--- src/rtl/ras_jr_predictor_pkg.sv ---
// Shared constants and types for the return-address-stack jr predictor.
// RA_REG is the link register index, also used by the instruction decoder.
package ras_jr_predictor_pkg;

  localparam int DEFAULT_WIDTH = 32;
  localparam int DEFAULT_DEPTH = 8;
  localparam logic [4:0] RA_REG = 5'd31;

  typedef enum logic [1:0] {
    OP_NONE    = 2'd0,
    OP_PUSH    = 2'd1,
    OP_POP     = 2'd2,
    OP_REPLACE = 2'd3
  } stack_op_e;

  // A jal that is also a jr $31 swaps the top entry instead of push+pop.
  function automatic stack_op_e decode_op(input logic jal, input logic jr_ra);
    case ({jal, jr_ra})
      2'b10:   decode_op = OP_PUSH;
      2'b01:   decode_op = OP_POP;
      2'b11:   decode_op = OP_REPLACE;
      default: decode_op = OP_NONE;
    endcase
  endfunction

endpackage

--- src/rtl/ras_stack_mem.sv ---
// DEPTH x WIDTH register array for the return-address stack.
// The top entry is read asynchronously; a single synchronous write port.
module ras_stack_mem #(
  parameter int WIDTH = 32,
  parameter int DEPTH = 8
) (
  input  logic                     clock,
  input  logic                     reset,
  input  logic                     we,
  input  logic [$clog2(DEPTH)-1:0] waddr,
  input  logic [WIDTH-1:0]         wdata,
  input  logic [$clog2(DEPTH)-1:0] raddr,
  output logic [WIDTH-1:0]         rdata
);

  logic [WIDTH-1:0] mem [DEPTH];

  always_ff @(posedge clock or posedge reset) begin
    if (reset) begin
      for (int i = 0; i < DEPTH; i++) mem[i] <= '0;
    end else if (we) begin
      mem[waddr] <= wdata;
    end
  end

  assign rdata = mem[raddr];

endmodule

--- src/rtl/ras_jr_predictor.sv ---
// Circular return-address stack: jal pushes in D, jr $31 pops and predicts,
// X checks the carried prediction against the resolved target and redirects.
module ras_jr_predictor
  import ras_jr_predictor_pkg::*;
#(
  parameter int WIDTH = DEFAULT_WIDTH,
  parameter int DEPTH = DEFAULT_DEPTH,
  parameter int CNT_W = 16
) (
  input  logic                   clock,
  input  logic                   reset,
  input  logic                   stall,
  input  logic                   squash,
  input  logic                   d_jal,
  input  logic                   d_jr_ra,
  input  logic [WIDTH-1:0]       d_link_addr,
  output logic                   pred_valid,
  output logic [WIDTH-1:0]       pred_target,
  input  logic                   x_jr_resolve,
  input  logic [WIDTH-1:0]       x_jr_target,
  output logic                   mispredict,
  output logic [WIDTH-1:0]       redirect_pc,
  output logic [$clog2(DEPTH):0] depth_used,
  output logic [CNT_W-1:0]       mispredict_cnt
);

  localparam int PTR_W = $clog2(DEPTH);
  localparam logic [PTR_W-1:0] PTR_ONE = 1;
  localparam logic [PTR_W:0]   CNT_ONE = 1;
  localparam logic [PTR_W:0]   FULL    = (PTR_W + 1)'(DEPTH);

  logic [PTR_W-1:0] ptr;
  logic [PTR_W:0]   count;
  logic             x_pv;
  logic [WIDTH-1:0] x_pt;
  logic [WIDTH-1:0] top_data;
  logic             empty;
  logic             upd;
  logic             mem_we;
  logic [PTR_W-1:0] mem_waddr;
  stack_op_e        op;

  ras_stack_mem #(
    .WIDTH (WIDTH),
    .DEPTH (DEPTH)
  ) u_mem (
    .clock (clock),
    .reset (reset),
    .we    (mem_we),
    .waddr (mem_waddr),
    .wdata (d_link_addr),
    .raddr (ptr),
    .rdata (top_data)
  );

  assign empty       = (count == '0);
  assign op          = decode_op(d_jal, d_jr_ra);
  assign pred_valid  = d_jr_ra & ~empty;
  assign pred_target = empty ? '0 : top_data;

  // Gated by reset so a resolve arriving during reset cannot leak a redirect.
  assign mispredict  = ~reset & x_jr_resolve & (~x_pv | (x_pt != x_jr_target));
  assign redirect_pc = mispredict ? x_jr_target : '0;
  assign upd         = ~stall & ~squash & ~mispredict;
  assign depth_used  = count;

  always_comb begin
    mem_we    = 1'b0;
    mem_waddr = ptr;
    if (upd) begin
      case (op)
        OP_PUSH: begin
          mem_we    = 1'b1;
          mem_waddr = ptr + PTR_ONE;
        end
        OP_REPLACE: mem_we = 1'b1;
        default: ;
      endcase
    end
  end

  // A mispredict flushes the stack contents but keeps the pointer position.
  always_ff @(posedge clock or posedge reset) begin
    if (reset) begin
      ptr   <= '0;
      count <= '0;
    end else if (mispredict) begin
      count <= '0;
    end else if (upd) begin
      case (op)
        OP_PUSH: begin
          ptr <= ptr + PTR_ONE;
          if (count != FULL) count <= count + CNT_ONE;
        end
        OP_POP: begin
          if (!empty) begin
            ptr   <= ptr - PTR_ONE;
            count <= count - CNT_ONE;
          end
        end
        OP_REPLACE: begin
          if (empty) count <= CNT_ONE;
        end
        default: ;
      endcase
    end
  end

  always_ff @(posedge clock or posedge reset) begin
    if (reset) begin
      x_pv <= 1'b0;
      x_pt <= '0;
    end else if (upd) begin
      x_pv <= pred_valid;
      x_pt <= pred_target;
    end else begin
      x_pv <= 1'b0;
      x_pt <= '0;
    end
  end

  always_ff @(posedge clock or posedge reset) begin
    if (reset) begin
      mispredict_cnt <= '0;
    end else if (mispredict && (mispredict_cnt != {CNT_W{1'b1}})) begin
      mispredict_cnt <= mispredict_cnt + CNT_W'(1);
    end
  end

endmodule

--- config.mk ---
export PLATFORM = sky130hd
export DESIGN_NAME = ras_jr_predictor
export DESIGN_NICKNAME = d
export VERILOG_FILES = /design/src/rtl/ras_jr_predictor_pkg.sv /design/src/rtl/ras_stack_mem.sv /design/src/rtl/ras_jr_predictor.sv
export SDC_FILE = /design/constraint.sdc
export NUM_CORES = 1
export LEC_CHECK = 0
export CORE_UTILIZATION = 55
export CTS_CLUSTER_DIAMETER = 40
export DETAILED_ROUTE_END_ITERATION = 10
export PLACE_DENSITY_LB_ADDON = 0.05
export SYNTH_ARGS = -nofsm -noshare
export SYNTH_HDL_FRONTEND = slang
export SYNTH_HIERARCHICAL = 1
export SYNTH_SLANG_ARGS = --single-unit
export TNS_END_PERCENT = 10
--- constraint.sdc ---
create_clock -name clock -period 11.79 [get_ports clock]
set_input_delay 1.7685 -clock clock [delete_from_list [all_inputs] [get_ports clock]]
set_output_delay 1.7685 -clock clock [all_outputs]
set_load 0.05 [all_outputs]
======== After elaboration in Yosys (flattened, before gate mapping) ========
Index checks and enable logic that the tools add are counted.
W data, S select, Z words.
cells by class
  add/subtract/negate cells ............... 5
  $mul .................................... 0
  divide/modulo/power cells ............... 0
  order comparisons ....................... 3
  eq/ne operators ......................... 13
  shift operators ......................... 0
  muxes and demuxes ....................... 23
  bitwise operators ....................... 14
  reductions and logical operators ........ 9
operators by type and width
  kind                     number
  $bwmux W256              1
  $mux W32                 6
  $bmux W32 S3             1
  $demux W32 S3            1
  $ne A32 B32 Y1           1
  $mux W4                  5
  $add A16 B1 Y16 const B  1
  $ne A16 B16 Y1 const B   1
  $pmux W4 S3              1
  $mux W3                  3
  $ne A3 B3 Y1 const B     3
  $eq A2 B2 Y1 const B     4
  $ge A4 B4 Y1 const B     2
  $not A3 Y4               2
  $not A1 Y1               6
  $pmux W2 S3              1
  $pmux W3 S2              1
  $and A1 B1 Y1            5
  $reduce_and A5 Y1        1
  $add A4 B1 Y4 const B    1
  $eq A2 B1 Y1 const B     2
  $logic_not A4 Y1         1
  $lt A4 B1 Y1 const B     1
  $ne A4 B4 Y1 const B     1
  11 further kinds         15
word-level totals
  register bits after elaboration ......... 312
  bits in latches ......................... 0
  RAM bits ................................ 0
  ROM bits ................................ 0
  bits of input ports ..................... 71
  output and inout port bits .............. 86
  word-level logic and storage cells ...... 80
  memories kept ........................... 0

======== Depth between registers and ports, before layout ========
Gate-level depths: netlist of the first run.
  depth after elaboration ................. 12
  gate-level depth with buffers ........... 13
  mapped depth without buffers ............ 8

======== Modules after synthesis ========
Netlist of the first run, hierarchy kept.
by module, submodules not included
  module            instances  cells each  area an instance (um^2)  sequential area each (um^2)
  ras_stack_mem     1          666         11651.2                  6406.1
  ras_jr_predictor  1          346         3335.7                   1401.3

======== Least setup slack after synthesis of the first run ========
No wires, ideal clock.
  path kind ............................... input -> output
  start point ............................. input port x_jr_target[9]
  end point ............................... output port redirect_pc[26]
  arrival time ............................ 3.576 ns
  required time ........................... 10.022 ns
  path slack .............................. 6.445 ns
  stages .................................. 7
  buffers on the path ..................... 2
  cells stage by stage .................... xor2_1 -> nor4_2 -> nand4_1 -> o31a_1 -> buf_6 -> clkbuf_1 -> and2_1
on the way
  cells in the longest elaborated chain, start to end .. 4
ends and longest elaborated chain
  element             line                    text
  start: declaration  ras_jr_predictor.sv:20  input logic [WIDTH-1:0] x_jr_target,
  $ne A32 B32 Y1      ras_jr_predictor.sv:62  assign mispredict = ~reset & x_jr_resolve & (~x_pv | (x_pt != x_jr_target));
  $or A1 B1 Y1        ras_jr_predictor.sv:62
  $and A1 B1 Y1       ras_jr_predictor.sv:62
  via mispredict      ras_jr_predictor.sv:21  output logic mispredict,
  $mux W32            ras_jr_predictor.sv:63  assign redirect_pc = mispredict ? x_jr_target : '0;
  end: declaration    ras_jr_predictor.sv:22  output logic [WIDTH-1:0] redirect_pc,
The timed path passes the listed nets, and every way through them passes these cells.

======== Worst setup path in the final report of the first run ========
  start point ............................. input port reset
  end point ............................... output port redirect_pc[24]
on the way
  cells in the longest elaborated chain, start to end .. 4
ends and longest elaborated chain
  element                      line                    text
  start: declaration           ras_jr_predictor.sv:11  input logic reset,
  $not A1 Y1                   ras_jr_predictor.sv:62
  $and A1 B1 Y1 (2 in series)  ras_jr_predictor.sv:62
  $mux W32                     ras_jr_predictor.sv:63
No other way between the ends.

==> results of run 1 <==
-- placed cells by master, fill, tap and decap left out, types with 4 or more instances in the layout --
cell type,instances
nand2b_1,4
a21oi_1,6
inv_1,9
nor3_1,9
mux4_1,33
clkinv_2,7
mux2_4,6
clkinv_4,5
and2_1,66
and3_1,6
nor4_1,16
nor2_1,8
clkdlybuf4s50_1,156
xor2_1,40
xnor2_1,9
nor2b_1,33
mux4_2,31
clkbuf_16,46
nand4_1,7
mux2_2,276
buf_4,18
nand3_1,9
mux2_1,9
nand4b_1,4
dfrtp_1,309
clkbuf_8,7
ha_1,5
clkinvlp_4,6
nand2_1,14
bufinv_16,5
-- stage by stage --
step / setup WS, ps / hold slack, ps / total power [mW] / instance area (um2) / utilization
floorplan: 2980 / 448.8 / 2.996 / 14990 / -
global placement: 5143 / 459.7 / 3.471 / 16770 / 0.6240
detailed placement: 5049 / 466.3 / 3.513 / 16770 / 0.6240
CTS: 5205 / 478.6 / 4.892 / 18330 / 0.6822
global route: 4971 / 501.4 / 5.087 / 18330 / 0.6822
finish: 5200 / 477.5 / 4.846 / 18330 / 0.6822
-- layout make-up --
type,count,area (um2),share of cell area
clock buffer,55,1255,0.06845
clock inverter,26,307.8,0.01679
inverter,11,48.80,0.002662
multi-input combinational,624,6785,0.3701
sequential,312,7814,0.4262
tap,341,426.7,0.02327
timing repair buffer,174,1697,0.09254
-- sequential cells by signal, summed over array words and instances (netlist names) --
signal,cells
mispredict_cnt,16
x_pt,32
u_mem/mem,256
ptr,3
depth_used,4
x_pv,1
-- worst max-delay path, cell delays in order --
cell             delay, ps
clkdlybuf4s50_1        540
nor2b_1                450
o31a_1                 650
buf_4                  410
and2_1                 170
clkdlybuf4s50_1        820
-- where the power goes --
part           leakage, nW  internal (mW)  total [mW]  switching (mW)
Sequential            4.08           1.46        1.72           0.255
Combinational         3.59          0.910        1.77           0.861
Clock                0.755          0.869        1.35           0.484
Total                 8.42           3.24        4.85            1.60
-- per-layer routing --
metal | track usage | share of wire | vias to the layer above
li1 | - | - | 4027
met1 | 0.3528 | 0.46 | 4610
met2 | 0.4039 | 0.48 | 208
met3 | 0.04444 | 0.044 | 46
met4 | 0.07045 | 0.020 | 0
met5 | 0 | 0 | -
-- kinds of logic (layout without fill, tap and decap cells) --
group / after synthesis / count (layout) / share of synthesized area
flops: 312 / 312 / 0.5210
buf+inv: 76 / 266 / 0.02972
simple gates: 196 / 196 / 0.08248
xor+xnor: 49 / 49 / 0.02864
mux: 357 / 357 / 0.3259
fa+ha+maj: 6 / 6 / 0.005510
compound gates: 16 / 16 / 0.006763
-- how the worst max path moves through the flow --
stage,start,end,slack [ps]
2_1_floorplan,reset,u_mem/mem[0]$_DFFE_PP0P_,2980
3_3_place_gp,x_jr_target[9],u_mem/mem[21]$_DFFE_PP0P_,5140
3_5_place_dp,x_jr_target[9],u_mem/mem[24]$_DFFE_PP0P_,5050
4_1_cts,reset,redirect_pc[24],5210
5_1_grt,reset,redirect_pc[25],4970
6_report,reset,redirect_pc[24],5200
==> impl_metrics.ini, run 1 <==
[placed_design]
placed_cells = 1462
io_buffers = 156
globalplace.congestion = 0.8194
dp_hpwl_um = 21140

[timing]
min_period_ps = 6590
tns_ps = 0
max_freq_ghz = 0.1517
relSlewSlack = 0.2506
hold_viol = 0
setup_viol = 0
tightest_slew_ps = 1124
skew_ps = 27.85
final.period_utilization = 0.5589
rsz0062_at_grt = false
slew_violations = 0

[synth]
syn-cell-area_mm2 = 0.01499
yosysWarnings = 6
synth_area_leaders = dfrtp_1 52%, mux2_2 21%, mux4_1 5.8%
ys_seq_area_frac = 0.5210
syn_inst = 1012
yosys-top-cells-count = 312 x dfrtp_1, 276 x mux2_2, 66 x and2_1
synth_cell_type_count = 52
synth_top_area_cell = dfrtp_1
synthArstFlopShare = 1.000
synth_ff_type = dfrtp_1
synth_nets = 1089
synth_seq_cells = 312
synth_most_common_cell = dfrtp_1
synth-edff-count = 0
synth_top_area_share = 0.5210
avgSynthCellArea_um2 = 14.81

[layout]
drive_gt1_frac = 0.3561
diodes = 0
nFillCells = 1934
final_nets = 1244
final_cells = 1543
syn_to_final_growth_pct = 22.33

[clock_network]
cts_made_buffers = 44
cts_resized = 0
clockBufferDepth = 3
cts_sinks = 312
cts_setup_buffers = 0
insertion_delay_ps = 540
cts_hold_buffers = 0
clk_pin_slew_ps = 50
htree_levels = 2
cts-root-buf = clkbuf_16
tritoncts = yes

[worst_setup_path]
end_kind = primary output
critPathLaunchType = input pin
cp.required_ps = 10020
critPathKind = input pin to primary output
r2r-start = x_pt[27]$_DFF_PP0_
r2r_setup_slack_ps = 6910
worstReg2RegEnd = u_mem/mem[31]$_DFFE_PP0P_
cp_max_fo = 25
r2r_cells = 10
worstPathArrival_ps = 4820

[routing]
drt_iter0_drc = 472
routed_wl_um = 33220
vias = 8891
vias_per_cell = 5.762
drt_first_pass_iters = 4
drc = 0
wl_per_cell_um = 21.53
ant_nets = 0

[floorplanning]
dieWidth_um = 167.1
die_y_um = 167.1
coreArea_mm2 = 0.02688
io_pins = 157
rows = 60
start_util = 0.5576
design.die.area_mm2 = 0.02791

[power]
powerDensity_mw_per_mm2 = 264.3
ir_drop_uv = 178.2
p_leak_nw = 8.424

[global_route]
grt_pass1_wl_um = 54070
grt_use_total = 0.2511
antenna_found_initial = 0
grt_max_degree = 134
grt.overflow.total = 0
grt_pass1_vias = 9356

[worst_hold_path]
hold_path_class = register to register
hold_depth = 1
hold_start = u_mem/mem[220]$_DFFE_PP0P_
holdPathEnd = u_mem/mem[220]$_DFFE_PP0P_

[run_status]
status = finished, final reports clean

[job]
max_cap_violations = 0
(Power assumes the default switching activity.)
==> run 2, diff against run 1 <==
CORE_UTILIZATION = 52   (was 55)
clock period = 5.8 ns   (was 11.79 ns; I/O delays follow)
==> run 2 against run 1 <==
Against the previous run: sequential cell count unchanged; sequential share of layout area decreased by 0.090 points; non-clock buffer count increased by 5; combinational power increased by 110%; final cell count increased by 2.3%.
==> impl_metrics.ini, run 2 (synthesis results as in run 1) <==
[run_status]
status = finished, final reports clean

[layout]
layout_commonest_cell = dfrtp_1
syn_to_final_growth_pct = 22.59
final_cell_mix = 309 x dfrtp_1, 276 x mux2_2, 156 x clkdlybuf4s50_1, 66 x and2_1, 45 x clkbuf_16
final_cells = 1578
design_area_mm2 = 0.01837
final_nets = 1248
drive_gt1_frac = 0.3525
fin_util = 0.6541
largest-register = u_mem/mem
diodes = 0
largest_register_ffs = 256
reg_top3 = u_mem/mem: 256 flops, x_pt: 32 flops, mispredict_cnt: 16 flops

[routing]
wl_per_cell_um = 21.51
drc = 0
ant_nets = 0
highest_layer = met5
vias_per_cell = 5.608
drt_first_pass_iters = 5
vias = 8850
routed-wl-met2_um = 16230
drt_iter0_drc = 409
routed_wl_um = 33950
routed-wl-met3_um = 1669
wl_met1_um = 15300

[global_route]
grt_use_total = 0.2421
grt_pass1_vias = 9263
antenna_found_initial = 1
grt_pass1_wl_um = 53740
grt.overflow.total = 0
grt_max_degree = 179

[clock_network]
cts-root-buf = clkbuf_16
clk_pin_slew_ps = 50
cts_setup_buffers = 0
htree_levels = 2
cts_hold_buffers = 0
cts_made_buffers = 43
cts_sinks = 312
tritoncts = yes
clockBufferDepth = 3
insertion_delay_ps = 530
cts_resized = 0

[power]
clockPowerShare = 0.272
power_switching_mw = 3.219
pwr-share-comb = 0.373
switching_share = 0.3295
p_seq_frac = 0.355
powerDensity_mw_per_mm2 = 531.8
ir_drop_uv = 261.9
p_int_mw = 6.551
p_leak_nw = 8.421

[timing]
rsz0062_at_grt = false
skew_ps = 14.77
relSlewSlack = 0.3258
min_period_ps = 4836
final.period_utilization = 0.8338
tns_ps = 0
hold_viol = 0
tightest_slew_ps = 1004
setup_viol = 0
slew_violations = 0
max_freq_ghz = 0.2068

[floorplanning]
die_y_um = 171.8
start_util = 0.5336
coreArea_mm2 = 0.02809
io_pins = 157
rows = 61
design.die.area_mm2 = 0.02950
dieWidth_um = 171.8

[worst_hold_path]
hold_path_class = register to register
hold_start = u_mem/mem[224]$_DFFE_PP0P_
holdPathEnd = u_mem/mem[224]$_DFFE_PP0P_
hold_depth = 1

[worst_setup_path]
slowest_stage = clkdlybuf4s50_1
cp_max_fo = 28
crit_top_cell = clkdlybuf4s50_1
worstPathArrival_ps = 3970
slowest_delay_ps = 820
crit_family = buffers and inverters
critPathKind = input pin to primary output
cp.required_ps = 4930
worstReg2RegEnd = u_mem/mem[216]$_DFFE_PP0P_
r2r_setup_slack_ps = 1880
critPathLaunchType = input pin
crit_chain = clkdlybuf4s50_1, nor2b_1, o31a_1, buf_4, and2_1, clkdlybuf4s50_1
r2r_cells = 9
end_kind = primary output
path_buf_inv = 3
r2r-start = x_pt[0]$_DFF_PP0_

[placed_design]
globalplace.congestion = 0.8262
placed_area_mm2 = 0.01690
placed_cells = 1504
io_buffers = 156
dp_hpwl_um = 21100

[job]
max_cap_violations = 0
==> run 2: final cells by class <==
class / count / area [um2]
clock buffer: 55 / 1214
fill: 2129 / 9714
inverter: 11 / 45.04
sequential: 312 / 7814
clock inverter: 19 / 257.7
multi-input combinational: 624 / 6785
tap: 378 / 473.0
timing repair buffer: 179 / 1784
==> run 2: how the worst max path moves through the flow <==
stage	startpoint	endpoint	cells after the start
2_1_floorplan	reset	u_mem/mem[0]$_DFFE_PP0P_	1
3_3_place_gp	x_jr_target[15]	redirect_pc[16]	8
6_report	reset	redirect_pc[16]	6
4_1_cts	x_jr_target[15]	redirect_pc[16]	8
5_1_grt	reset	redirect_pc[16]	6
3_5_place_dp	x_jr_target[25]	u_mem/mem[216]$_DFFE_PP0P_	10
==> run 2: power groups by stage <==
stage / registers (mW) / clock network (mW) / logic [mW]
finish: 3.47 / 2.66 / 3.65
global route: 3.58 / 2.81 / 3.88
CTS: 3.47 / 2.72 / 3.69
detailed placement: 3.50 / 0 / 3.67
global placement: 3.48 / 0 / 3.61
floorplan: 3.37 / 0 / 2.72
==> run 2: through the flow <==
stage / hold slack, ps / total power [mW] / setup WS, ps
2_1_floorplan: 448.8 / 6.091 / 1558
3_3_place_gp: 461.7 / 7.082 / 955.8
3_5_place_dp: 467.6 / 7.173 / 870.7
4_1_cts: 479.1 / 9.878 / 952.0
5_1_grt: 497.2 / 10.27 / 810.6
6_report: 476.7 / 9.770 / 963.7
==> run 2: worst register-to-register path, delay by kind of cell (launching register included) <==
kind	cells	cell delay, ps
simple gates	4	1410
mux	1	400
flops	1	370
buf+inv	1	450
compound gates	1	530
xor+xnor	2	630
==> run 2: per-layer routing <==
metal	global-route usage	vias to the layer above
met4	0.07041	2
li1	-	4031
met2	0.3927	213
met3	0.04119	51
met1	0.3363	4553
met5	0	-
==> run 3, diff against run 2 <==
clock period = 4 ns   (was 5.8 ns; I/O delays follow)
==> run 3 against run 2 <==
Against the previous run: non-clock buffer count grew 19; utilization up 2.5 points; first-iteration DRC count increased by 11%; clock skew up 4.8 ps; total power grew 49%; critical path depth fell by 1; sequential share of layout area decreased by 1.6 points; global-route usage is 0.25 points higher; sequential cell count stayed put.
==> impl_metrics.ini, run 3 (synthesis results as in run 1) <==
[run_status]
status = finished, final reports clean

[clock_network]
clk_pin_slew_ps = 60
tritoncts = yes
clockBufferDepth = 3
insertion_delay_ps = 540
cts_setup_buffers = 0
cts_sinks = 312
cts-root-buf = clkbuf_16
htree_levels = 2
cts_made_buffers = 45
cts_resized = 0
cts_hold_buffers = 0

[layout]
diodes = 0
largest_register_ffs = 256
fin_util = 0.6793
syn_to_final_growth_pct = 27.30
reg_top3 = u_mem/mem: 256 flops, x_pt: 32 flops, mispredict_cnt: 16 flops
nFillCells = 2026
layout_commonest_cell = dfrtp_1
largest-register = u_mem/mem
design_area_mm2 = 0.01908
final_cell_mix = 309 x dfrtp_1, 276 x mux2_2, 122 x clkdlybuf4s50_1, 66 x and2_1
final_nets = 1269
drive_gt1_frac = 0.3931
regArea_mm2 = 0.007814
multiInputGateArea_mm2 = 0.006785

[timing]
max_freq_ghz = 0.2638
setup_viol = 0
slew_violations = 0
hold_viol = 0
relSlewSlack = 0.4141
final.period_utilization = 0.9476
rsz0062_at_grt = false
skew_ps = 19.56
min_period_ps = 3790
tightest_slew_ps = 877.6
tns_ps = 0

[routing]
drt_first_pass_iters = 4
vias_per_cell = 5.618
routed_wl_um = 34610
wl_per_cell_um = 21.58
drc = 0
drt_iter0_drc = 455
ant_nets = 0
vias = 9012

[floorplanning]
die_y_um = 171.8
design.die.area_mm2 = 0.02950
io_pins = 157
dieWidth_um = 171.8
start_util = 0.5336
coreArea_mm2 = 0.02809
rows = 61

[worst_setup_path]
critPathLaunchType = register
critPathKind = register to primary output
r2r_setup_slack_ps = 660
cp_max_fo = 46
cp.required_ps = 3400
end_kind = primary output
worstPathArrival_ps = 3190

[global_route]
grt_pass1_vias = 9462
grt_use_total = 0.2446
antenna_found_initial = 0
grt_max_degree = 113
grt.overflow.total = 0
grt_pass1_wl_um = 54430

[placed_design]
io_buffers = 156
globalplace.congestion = 0.8432
placed_area_mm2 = 0.01748
dp_hpwl_um = 22640

[power]
ir_drop_uv = 427.1
total_power_mw = 14.58
powerDensity_mw_per_mm2 = 764.3
p_leak_nw = 8.761

[job]
max_cap_violations = 0

[worst_hold_path]
hold_path_class = register to register
## run 3: worst paths after layout
check | start | endpoint | cells past startpoint
min in group asynchronous | reset | u_mem/mem[190]$_DFFE_PP0P_ | 2
setup / recovery | ptr[2]$_DFFE_PP0P_ | pred_target[10] | 5
hold reg to reg | u_mem/mem[248]$_DFFE_PP0P_ | u_mem/mem[248]$_DFFE_PP0P_ | 1
max in group asynchronous | reset | u_mem/mem[164]$_DFFE_PP0P_ | 3
hold / removal | u_mem/mem[248]$_DFFE_PP0P_ | u_mem/mem[248]$_DFFE_PP0P_ | 1
setup reg to reg | x_pt[25]$_DFF_PP0_ | u_mem/mem[199]$_DFFE_PP0P_ | 9
## run 3: where the power goes
part / leakage (nW) / total, mW / internal [mW] / switching (mW)
Combinational: 3.93 / 5.51 / 2.81 / 2.70
Sequential: 4.08 / 4.96 / 4.32 / 0.637
Clock: 0.752 / 4.11 / 2.66 / 1.45
Total: 8.76 / 14.6 / 9.80 / 4.79
## run 3: metal layers
metal | GRT usage | routed length (um) | vias up
li1 | - | - | 4065
met1 | 0.3376 | 15610 | 4688
met2 | 0.3982 | 16560 | 210
met3 | 0.04395 | 1802 | 49
met4 | 0.06964 | 639 | 0
met5 | 0 | 0 | -
## run 3: per-stage QoR
step	setup slack (ps)	cells	hold slack, ps
final	209.5	1604	485.8
after floorplan	28.38	1012	448.8
after detailed placement	5.886	1523	468.4
after CTS	175.5	1604	487.2
after global placement	30.36	1523	459.4
after global routing	137.7	1604	501.6
## run 3: worst max-delay path: stages (launching register included)
cell and delay [ps]:
dfrtp_4 440, buf_12 330, mux4_1 650, mux2_2 330
nor2b_1 160, clkdlybuf4s50_1 740
## run 3: layout make-up
| cell class | count | share of cell area |
|---|---|---|
| Tap cell | 378 | 0.02479 |
| Multi-Input combinational cell | 624 | 0.3557 |
| Clock buffer | 57 | 0.06512 |
| Timing Repair Buffer | 198 | 0.1241 |
| Inverter | 11 | 0.002361 |
| Clock inverter | 24 | 0.01843 |
| Sequential cell | 312 | 0.4096 |
